===== config.mk =====
export PLATFORM = sky130hd
export DESIGN_NAME = fpu_exec_ctrl
export DESIGN_NICKNAME = d
export VERILOG_FILES = /design/src/rtl/fpu_exec_ctrl.sv
export SDC_FILE = /design/constraint.sdc
export NUM_CORES = 1
export LEC_CHECK = 0
export ABC_AREA = 0
export BUFFER_PORTS_ARGS = -buffer_cell sky130_fd_sc_hd__buf_2
export CORE_MARGIN = 3
export CORE_UTILIZATION = 35
export DETAILED_ROUTE_END_ITERATION = 6
export SLEW_MARGIN = 40
export SYNTH_ARGS = -nofsm -noshare
export SYNTH_HDL_FRONTEND = slang
export SYNTH_SLANG_ARGS = --single-unit

===== constraint.sdc =====
create_clock -name clk -period 4.9 [get_ports clk]
set_input_delay 1.225 -clock clk [delete_from_list [all_inputs] [get_ports clk]]
set_output_delay 1.225 -clock clk [all_outputs]
set_load 0.005 [all_outputs]

===== src/rtl/fpu_exec_ctrl.sv =====
// FP execute controller: short ops answered in one cycle, long ops handed to an external unit.
// Optional watchdog on long ops is enabled by defining FPU_EXEC_CTRL_TIMEOUT_EN.
module fpu_exec_ctrl #(
  parameter int unsigned TIMEOUT_CYCLES = 255
) (
  input  logic        clk,
  input  logic        rstn,
  input  logic        issue_valid,
  output logic        issue_ready,
  input  logic [6:0]  alu_control,
  input  logic        fpu_reg_write,
  input  logic [31:0] src_a,
  input  logic [31:0] src_b,
  input  logic [4:0]  rd,
  output logic        result_valid,
  output logic [31:0] result,
  output logic [4:0]  result_rd,
  output logic        result_to_fpr,
  output logic        unit_start,
  output logic [2:0]  unit_op,
  output logic [31:0] unit_a,
  output logic [31:0] unit_b,
  input  logic        unit_done,
  input  logic [31:0] unit_result,
  output logic        err
);

  // state   | meaning
  // ST_IDLE | accepting ops; short ops complete here
  // ST_WAIT | long op outstanding in the external unit
  typedef enum logic {ST_IDLE = 1'b0, ST_WAIT = 1'b1} state_t;

  localparam logic [6:0] OP_ADD    = 7'b0000000;
  localparam logic [6:0] OP_FMV    = 7'b0100001;
  localparam logic [6:0] OP_FSGNJ  = 7'b0100010;
  localparam logic [6:0] OP_FSGNJN = 7'b0100011;
  localparam logic [6:0] OP_FADD   = 7'b1000000;
  localparam logic [6:0] OP_FSUB   = 7'b1000001;
  localparam logic [6:0] OP_FMUL   = 7'b1000010;
  localparam logic [6:0] OP_FDIV   = 7'b1000011;
  localparam logic [6:0] OP_FEQ    = 7'b1000100;
  localparam logic [6:0] OP_FLT    = 7'b1000101;
  localparam logic [6:0] OP_FLE    = 7'b1000110;
  localparam logic [6:0] OP_FSQRT  = 7'b1000111;
  localparam logic [6:0] OP_FCVTWS = 7'b1001111;
  localparam logic [6:0] OP_FCVTSW = 7'b1010111;

  localparam logic [31:0] CANON_NAN = 32'h7FC00000;

  state_t      state;
  logic [4:0]  pend_rd;
  logic        pend_fpr;

  logic        is_long;
  logic        is_known;
  logic [2:0]  long_op;
  logic [31:0] short_res;
  logic        cmp_eq;
  logic        cmp_lt;

  function automatic logic f_is_nan(input logic [31:0] x);
    return (x[30:23] == 8'hFF) && (x[22:0] != 23'd0);
  endfunction

  // Signed zeros compare equal; any NaN makes every relation false.
  always_comb begin
    logic any_nan;
    logic both_zero;
    any_nan   = f_is_nan(src_a) || f_is_nan(src_b);
    both_zero = (src_a[30:0] == 31'd0) && (src_b[30:0] == 31'd0);
    cmp_eq    = !any_nan && ((src_a == src_b) || both_zero);
    cmp_lt    = 1'b0;
    if (!any_nan && !both_zero) begin
      if (src_a[31] != src_b[31])
        cmp_lt = src_a[31];
      else if (src_a[31])
        cmp_lt = src_a[30:0] > src_b[30:0];
      else
        cmp_lt = src_a[30:0] < src_b[30:0];
    end
  end

  always_comb begin
    is_long   = 1'b0;
    is_known  = 1'b1;
    long_op   = 3'b000;
    short_res = 32'd0;
    case (alu_control)
      OP_ADD:    short_res = src_a + src_b;
      OP_FMV:    short_res = src_a;
      OP_FSGNJ:  short_res = {src_b[31], src_a[30:0]};
      OP_FSGNJN: short_res = {~src_b[31], src_a[30:0]};
      OP_FEQ:    short_res = {31'd0, cmp_eq};
      OP_FLT:    short_res = {31'd0, cmp_lt};
      OP_FLE:    short_res = {31'd0, cmp_eq | cmp_lt};
      OP_FADD:   begin is_long = 1'b1; long_op = 3'b000; end
      OP_FSUB:   begin is_long = 1'b1; long_op = 3'b001; end
      OP_FMUL:   begin is_long = 1'b1; long_op = 3'b010; end
      OP_FDIV:   begin is_long = 1'b1; long_op = 3'b011; end
      OP_FSQRT:  begin is_long = 1'b1; long_op = 3'b100; end
      OP_FCVTWS: begin is_long = 1'b1; long_op = 3'b101; end
      OP_FCVTSW: begin is_long = 1'b1; long_op = 3'b110; end
      default:   is_known = 1'b0;
    endcase
  end

  assign issue_ready = (state == ST_IDLE);

`ifdef FPU_EXEC_CTRL_TIMEOUT_EN
  logic [31:0] wdog_cnt;
`else
  wire unused_timeout_cfg = |TIMEOUT_CYCLES;
  assign err = 1'b0;
`endif

  always_ff @(posedge clk or negedge rstn) begin
    if (!rstn) begin
      state         <= ST_IDLE;
      result_valid  <= 1'b0;
      result        <= 32'd0;
      result_rd     <= 5'd0;
      result_to_fpr <= 1'b0;
      unit_start    <= 1'b0;
      unit_op       <= 3'b000;
      unit_a        <= 32'd0;
      unit_b        <= 32'd0;
      pend_rd       <= 5'd0;
      pend_fpr      <= 1'b0;
`ifdef FPU_EXEC_CTRL_TIMEOUT_EN
      err           <= 1'b0;
      wdog_cnt      <= 32'd0;
`endif
    end else begin
      result_valid <= 1'b0;
      unit_start   <= 1'b0;
`ifdef FPU_EXEC_CTRL_TIMEOUT_EN
      err          <= 1'b0;
`endif
      case (state)
        ST_IDLE: begin
          if (issue_valid) begin
            if (is_long) begin
              state      <= ST_WAIT;
              unit_start <= 1'b1;
              unit_op    <= long_op;
              unit_a     <= src_a;
              unit_b     <= src_b;
              pend_rd    <= rd;
              pend_fpr   <= fpu_reg_write;
`ifdef FPU_EXEC_CTRL_TIMEOUT_EN
              wdog_cnt   <= 32'd0;
`endif
            end else begin
              result_valid  <= 1'b1;
              result        <= short_res;
              result_rd     <= is_known ? rd : 5'd0;
              result_to_fpr <= is_known & fpu_reg_write;
            end
          end
        end
        ST_WAIT: begin
          // A done coincident with our own start pulse cannot belong to this op.
          if (unit_done && !unit_start) begin
            state         <= ST_IDLE;
            result_valid  <= 1'b1;
            result        <= unit_result;
            result_rd     <= pend_rd;
            result_to_fpr <= pend_fpr;
          end
`ifdef FPU_EXEC_CTRL_TIMEOUT_EN
          else if (wdog_cnt == TIMEOUT_CYCLES - 32'd1) begin
            state         <= ST_IDLE;
            result_valid  <= 1'b1;
            err           <= 1'b1;
            result        <= CANON_NAN;
            result_rd     <= pend_rd;
            result_to_fpr <= pend_fpr;
          end else begin
            wdog_cnt <= wdog_cnt + 32'd1;
          end
`endif
        end
        default: state <= ST_IDLE;
      endcase
    end
  end

endmodule


==> metrics list, run 1 <==
* Cell count of the worst hold path: 2
- The die is 153 um wide.
- Combinational logic burns 25.3% of the power.
- Headroom to the max-slew limit came out at 50.5%.
- Dividing the detail-routed via count by the number of cells gives 5.30.
- During placement, the flow inserted port buffers numbering 220.
* Number of global-route vias before repair: 7451
- The longest clock path from root to sink contains 2 buffers.
* Placed Cells incl. Taps: 1378
- CORE AREA: 0.0211 mm2
* Largest fanout of any net on the critical path: 4
- Post-synthesis register bit count: 114
* Fmax: 277 MHz
- Outcome: completed
* Pin count of the biggest net entering global routing: 115
* Clock network fraction of total power: a little under two fifths
- Counting both buffers and inverters, the worst setup path holds a total of 1.
* Critical path data arrival time: a little under 4000 ps
* Pwr per Cell Area: 343 mW/mm2
- The final-report hold violation count is 0.
* Min Clock Period, post-route: 3610 ps
* Antenna Violating Nets Remaining: 0
- Wire segments on met3 add up to 1640 um in the final route.
* Synthesized instance count: between 900 and 1000
- Sequential Power Share: approximately 37%
- TritonCTS built the clock tree.
- The die covers 0.0234 mm2.
- Setup tns final: 0 ps
* Crit path largest cell delay: 420 ps
- The first global-routing pass estimated 42500 um of wire.
* Pins Over Slew Limit: 0
* Average wire per cell in the routed design: between 15 and 20 um
* Share of flip-flops with an asynchronous set or reset after synthesis: 100%
- CP cell instances: buf_2 -> ha_1 -> fa_1 -> nor2b_1 -> o31ai_2 -> o21ai_1 -> o21ai_2 -> a221o_1 -> and2_4 -> xnor2_1 -> a221oi_1 -> a21oi_1
* Kind of start point of the critical path: primary input
- Slowest CP cell: fa_1
* Clock transition at the registers of the reported paths: about 60 ps
- Unique masters post-synth: 61
* Count of standard-cell rows: 53
* Switch share: 31.8%
* Crit-path leading delay family: compound AO/OA/AOI/OAI gates
- For this configuration, the core starts out at a cell density of 35.8%.
- Number of synthesis warnings: 0
- dfrtp_1 takes more of the synthesized area than any other cell.
* Crit path required time: 5190 ps
- DRC violations left: 0
- Number of standard cells in the layout, taps in and fillers out: 1410
- Number of cells on the worst reg-to-reg path: 10
- The portion of synthesized area spent on multiplexers is 0.133%.
- After synthesis, flip-flops and latches occupy approximately 38% of the total area.
- Overall power of the completed layout: 0.00324 W
* NetSw: 0.00103 W
* Routed vias: 7476
- Met2 routed wirelength: 12100 um
* Area grow syn2layout: 25.2%
* Syn avg cell area: 8.19 um2
- Area share of the largest cell type after synthesis: 37.8%
- Net count reported at finish: 1298
- Final Routed Wirelength: 26700 um
* Synthesized-area fraction occupied by ao, oa, aoi and oai cells: 21.4%
- Clock tree synthesis found a total of 114 sinks.
- Antenna violations before repair: 0
- Pin placement for this block handled between 200 and 250 I/O pins.
* Max-cap check violation count: 0
* Dominant cell by count in the synthesized netlist: nand2_1
* Standby leakage power: approximately 4.8 nW
- Cell types with the highest counts after synthesis: 194 x nand2_1, 114 x dfrtp_1, 92 x o21ai_0
- Placer's final routability congestion estimate: 0.905
- Starting DRC count in detailed routing: 586
- The number of antenna diodes in the final layout is 0.
- Setup violations remaining at the end of the flow were counted as 0.
- Setup repair after global routing left no endpoint under its margin.
- IR analysis of the VDD net gives a maximum drop of 0.197 mV.
- Area contributors post-synth: dfrtp_1 38%, ha_1 10%, nand2_1 9.6%
- TritonCTS created 17 clock buffers.
- After detailed routing, no signal wire sits above met4.
- Fin crit share: 73.6%
* CTS H-Tree Depth: 4
- For this run, the leading register cell type out of synthesis is dfrtp_1.
* Hold buffers post-CTS: 0
- Summed over all layers, the global routing overflow is 0.
- Clock latency on the worst-skew pair: 420 ps
- In the final layout, the share of cells above drive strength 1 is between 20% and 30%.
- Buffers added to address setup during post-CTS repair amount to 0.
* Synth Area in Adders: 10.5%
* Actual transition at the worst max-transition pin: 741 ps
- After synthesis the cells add up to 0.00755 mm2.
* Die Y: 153 um
- Share of the synthesized netlist area taken by xor and xnor gates: approximately 3.5%
- Detailed-route wire length on metal 1: 12400 um
- Detailed Routing Iterations Pass 1: 5
- Total Routing Usage GR: a little under a quarter
- Nature of the critical path endpoint: register
- Resized Gates After CTS: 0
- By startpoint and endpoint, the worst setup path is classified as in -> reg.
- Detailed placement finished with a half-perimeter wire length of between 15000 and 20000 um.
* Root Buffer: clkbuf_16
* Number of synthesized flops with an enable pin: 0
* Combinational family with the most area after synthesis: compound AO/OA/AOI/OAI gates
- Number of logic stages on the critical path including buffering: 12
* Kind of path behind the tightest hold check: reg -> reg
* Syn nets: 1097
- After Yosys synthesis, and, or, nand and nor cells account for a little over a fifth of the synthesized area.
- Between clock sinks in the finished design, the worst skew comes to 8.43 ps.
* Pint: 0.00221 W
==> layer usage <==
metal	vias to the layer above	global-route usage (%)
li1	3608	-
met1	3590	32.1
met2	240	35.3
met3	38	4.45
met4	0	7.13
met5	-	0
==> cell type report <==
type | count | area, um2
clock buffer | 21 | 450
clock inverter | 11 | 113
fill | 2149 | 11600
inverter | 56 | 210
multi-input combinational | 703 | 4290
sequential | 114 | 2850
tap | 275 | 344
timing repair buffer | 230 | 1190
==> per-stage QoR <==
stage | util [%] | cell area (um2) | worst slack (ps) | hold slack [ps]
global route | 44.8 | 9450 | 1130 | 495
detailed placement | 42.1 | 8890 | 891 | 457
CTS | 44.8 | 9450 | 1320 | 471
finish | 44.8 | 9450 | 1290 | 468
global placement | 42.1 | 8890 | 932 | 453
floorplan | - | 7550 | 1490 | 446
==> path summary, 6_finish.rpt <==
check	end	slack, ps	from
min reg2reg	unit_op[1]	470	unit_op[1]
max reg2reg	result[0]	1880	state
max in group asynchronous	result[21]	3470	rstn
min	unit_op[1]	470	unit_op[1]
max	result[22]	1290	src_b[0]
min in group asynchronous	result[10]	890	rstn
==> cell families after synthesis <==
| kind of cell | count (synthesis) |
|---|---|
| and+or+nand+nor | 360 |
| buffers and inverters | 104 |
| muxes | 1 |
| adders and majority gates | 63 |
| xor gates and xnor gates | 30 |
| AOI/OAI and AO/OA | 248 |
| other | 1 |
| DFF | 114 |
==> cells in the final DEF (no fill, tap or decap), types with 4 or more instances in the layout <==
cell type,netlist,final
a211oi_1,4,4
a21o_1,6,6
a21oi_1,58,58
a221o_1,7,7
a221oi_1,29,29
and3_1,4,4
buf_2,10,219
buf_4,1,10
clkbuf_16,0,17
clkinv_2,0,6
dfrtp_1,114,114
ha_1,62,62
inv_1,55,55
nand2_1,194,194
nand2b_1,5,4
nand3_1,12,12
nand4_1,15,15
nor2_1,65,64
nor2b_1,11,11
nor3_1,21,21
nor4_1,17,16
o211ai_1,5,5
o21ai_0,92,92
o21ai_1,5,5
o21bai_1,8,8
o31ai_1,10,10
or2_2,5,5
xnor2_1,19,19
xor2_1,11,11
==> sequential cells by signal, indices dropped and copies added, names as in the netlist <==
register and cells:
pend_fpr 1, pend_rd 5, result 32, result_rd 5, result_to_fpr 1, result_valid 1, state 1, unit_a 32
unit_b 32, unit_op 3, unit_start 1
==> power by group through the flow <==
stage	clock (W)	combinational, W	sequential (W)
after global placement	0	0.000816	0.00122
after floorplan	0	0.000418	0.00123
after detailed placement	0	0.000823	0.00122
after CTS	0.00123	0.000826	0.00121
final	0.00122	0.000821	0.00121
after global routing	0.00128	0.000928	0.00123
==> worst reg2reg max path: stages, from the launching register on <==
cell and delay (ps):
dfrtp_1 530, buf_4 330, nor2b_1 310, nand2_1 90, buf_4 210, and2_1 180
inv_1 540, buf_4 400, o21ai_0 140, o21ai_0 90, o31ai_1 100
Power figures use the tool's default switching activity.
==> run 2, diff against run 1 <==
ABC_AREA = 1   (was 0)
clock period = 3.3 ns   (was 4.9 ns; I/O delays follow)
==> run 2 against run 1 <==
Hold slack got worse by 97 ps; wire length increased by 22%; combinational power increased by 69%; clock-buffer cell count decreased by 3; die area increased by 14%; register-to-register slack got worse by 450 ps; first-iteration DRC count increased by 2.6%.
==> metrics list, run 2 <==
* Clock latency on the worst-skew pair: 430 ps (was 420 ps)
* Setup repair after global routing missed its margin: no (unchanged)
* Worst R2R End: result[15] (was result[0])
- Final worst slack: 553 ps (was 1290 ps)
* Area grow syn2layout: 23.0% (was 25.2%)
- Largest voltage drop on the vdd net: 0.249 mV (was 0.197 mV)
* Fmax: 364 MHz
* Crit path required time: 3650 ps (was 5190 ps)
* CTS tree: yes (unchanged)
* DRC violations left: 0 (unchanged)
* Unique masters post-synth: 39 (was 61)
- Count of port buffers added during placement: 220 (unchanged)
- Dominant cell by count in the synthesized netlist: nand2_1 (unchanged)
- Vias per cell: 4.93 (was 5.30)
* Critical path data arrival time: 3100 ps (was 3900 ps)
* Antenna violations before repair: 0 (unchanged)
- The number of levels in the clock H-tree is 4 (unchanged).
- Share of flip-flops with an asynchronous set or reset after synthesis: 100% (unchanged)
- The highest signal layer in the routed design is met4 (unchanged).
- The critical path launch point type was a primary input (unchanged).
* Area contributors post-synth: dfrtp_1 33%, nand2_1 18%, ha_1 9.0% (was dfrtp_1 38%, ha_1 10%, nand2_1 9.6%)
- The die footprint is 0.0266 mm2 (was 0.0234 mm2).
- The share of cells above drive strength 1 came to 18.4% (was 24.8%).
- The number of enable-type register cells in the synthesized netlist is 0 (unchanged).
- Cell accounting for the most synthesized area: dfrtp_1 (unchanged)
- Clock transition at the registers of the reported paths: 60 ps (about the same)
- Antenna diode count: 0 (unchanged)
- The mean instance size in the synthesized netlist came to 6.50 um2 (was 8.19 um2).
- Number of standard cells in the layout, taps in and fillers out: 1881 (was 1410)
- Max-cap check violation count: 0 (unchanged)
- Count of standard-cell rows: 56 (was 53)
- Clock sinks: 114 (unchanged)
- The setup clock skew after layout came to 8.29 ps (was 8.43 ps).
* Most common library cell in the layout ignoring fill and taps: nand2_1 (was buf_2)
- Antenna Violating Nets Remaining: 0 (unchanged)
- Detailed Routing Iterations Pass 1: 5 (unchanged)
- The routability congestion estimate came to 0.986 (was 0.905).
- The smallest clock period supported by the final layout is computed as 2750 ps.
- The final number of max-transition violations came to 0 (unchanged).
- The slack of the worst reg-to-reg path came to 1430 ps (was 1880 ps).
- Cell types with the highest counts after synthesis: 424 x nand2_1, 185 x inv_1, 171 x nor2_1 (was 194 x nand2_1, 114 x dfrtp_1, 92 x o21ai_0).
* Net count reported at finish: 1726 (was 1298)
- Top Ports: 222 (unchanged)
- Startpoint of the worst setup timing path: src_a[0] (was src_b[0])
* Summed instance area of the synthesized netlist: 0.00865 mm2 (was 0.00755 mm2)
- Starting DRC count in detailed routing: 601 (was 586)
* Number of synthesis warnings: 0 (unchanged)
- The number of gates resized after cts is 0 (unchanged).
- Relative slew slack: 55.6% (was 50.5%)
- The logic depth of the worst register-to-register path is 8 (was 10).
* Area share of the largest cell type after synthesis: 33.0% (was 37.8%)
- Final design area excluding fillers: 0.0106 mm2 (was 0.00945 mm2)
- Outcome: completed (unchanged)
- Sequential share of the synthesized area: 33.0% (was 37.8%)
* Met3 wire length: 2280 um (was 1640 um)
* Placed Cells incl. Taps: 1850 (was 1378)
- The final global-route overflow total came to 0 (unchanged).
- The vertical die dimension was 163 um (was 153 um).
* Final setup fails: 0 (unchanged)
- The post-route setup TNS came to 0 ps (unchanged).
* Initial Utilization: 36.2% (was 35.8%)
- The number of instances in the synthesized netlist is 1332 (was 921).
- Top flop regs: result: 32 flops, unit_a: 32 flops, unit_b: 32 flops (unchanged).
- The number of post-CTS setup repair buffers came to 0 (unchanged).
* Nature of the critical path endpoint: register (unchanged)
- The cell chosen for the clock root is clkbuf_16 (unchanged).
- The net count after synthesis was 1508 (was 1097).
- The power density over the cells is 474 mW/mm2 (was 343 mW/mm2).
- Kind of path behind the tightest hold check: in -> async (was reg -> reg)
- Routed vias: 9273 (was 7476)
- The startpoint of the lowest-slack register-to-register path was state (unchanged).
- The number of fill cells in the layout is 2647 (was 2149).
- CORE AREA: 0.0239 mm2 (was 0.0211 mm2)
- The via count of the first global-routing pass is 9129 (was 7451).
- Detailed placement HPWL: 26000 um (was 19700 um)
* Largest fanout of any net on the critical path: 4 (unchanged)
- X dimension of the die: 163 um (was 153 um)
- Detailed-route wire length on metal 1: 14700 um (was 12400 um)
- Met2 routed wirelength: 14600 um (was 12100 um)
- The first-pass GRT wire length is 50500 um (was 42500 um).
- The maximum number of pins on one net before global-route repair is 109 (was 115).
* Sequential cell area: 0.00285 mm2 (unchanged)
- The synthesized flop and latch total was 114 (unchanged).
- Combined area of the multi-input logic cells: 0.00486 mm2 (was 0.00429 mm2)
- The standard cell area after detailed placement came to 0.0101 mm2 (was 0.00889 mm2).
- Path type of the worst setup path: in -> reg (unchanged)
- Placement Setup Slack: 163 ps (was 891 ps)
* Fin crit share: 83.3%
- The actual transition at the worst max-transition pin is 665 ps (was 741 ps).
* Highest-count cells in the layout ignoring fill and taps: 423 x nand2_1, 219 x buf_2, 185 x inv_1 (was 219 x buf_2, 194 x nand2_1, 114 x dfrtp_1)
* Average wire per cell in the routed design: 17.2 um (was 18.9 um)
- The final-report hold violation count was 0 (unchanged).
- The standby leakage power was 5.97 nW (was 4.77 nW).
- Number of buffers created by CTS: 17 (unchanged)
- The overall routed net length was 32400 um (was 26700 um).
* Number of buffers between clock root and the deepest sink: 2 (unchanged)
- CP endpoint: result[18] (was result[22])
- Hold buffers post-CTS: 0 (unchanged)
- Total Routing Usage GR: 24.3% (was 22.7%)
* Leading register cell type out of synthesis: dfrtp_1 (unchanged)
-- run 2: metal layers --
metal / vias up / global-route usage (%)
li1: 4638 / -
met4: 0 / 7.61
met5: - / 0
met1: 4274 / 33.2
met3: 48 / 4.34
met2: 313 / 39.3
-- run 2: cell families after synthesis --
family	after synthesis	share of synthesized area, %
other	1	0.0433
xor gates and xnor gates	11	1.11
and+or+nand+nor	696	32.5
AOI/OAI and AO/OA	218	13.3
adders and majority gates	63	9.20
DFF	114	33.0
buffers and inverters	229	11.0
-- run 2: worst min path at each step --
stage	startpoint	endpoint	slack [ps]	cells after the start
6_report	rstn	result[12]	370	1
5_1_grt	rstn	result[12]	390	1
4_1_cts	rstn	result[12]	380	1
3_5_place_dp	unit_a[27]	unit_a[27]	460	2
3_3_place_gp	unit_b[0]	unit_b[0]	460	2
2_1_floorplan	pend_fpr	pend_fpr	450	2
-- run 2: where the power goes --
part           switching [W]  leakage (nW)  total (W)  internal, W
Combinational       0.000840          4.25    0.00139     0.000546
Clock               0.000764         0.274    0.00183      0.00106
Sequential          0.000154          1.44    0.00184      0.00168
-- run 2: layout make-up --
cell class | count | area share, %
multi-input combinational | 989 | 45.6
timing repair buffer | 236 | 11.7
clock buffer | 18 | 4.13
clock inverter | 13 | 1.18
inverter | 192 | 6.78
tap | 319 | 3.75
sequential | 114 | 26.8
-- run 2: worst max-delay path: stages --
cell and delay (ps):
buf_2 130, ha_1 230, fa_1 390, nand2_1 100, nand2_1 90, nand3_1 80
nand2_1 140, nand2_1 130, nand3_1 160, nand2_1 160, nand2_1 60, nand2_1 60
nand3_1 120, nand2_1 150, nand2_1 120, a21oi_2 130
-- run 2: through the flow --
| stage | hold slack, ps | power [W] | util, % |
|---|---|---|---|
| final | 370 | 0.00505 | 44.6 |
| after global routing | 390 | 0.00539 | 44.6 |
| after CTS | 380 | 0.00510 | 44.6 |
| after detailed placement | 464 | 0.00325 | 42.2 |
| after global placement | 460 | 0.00324 | 42.2 |
| after floorplan | 453 | 0.00257 | - |
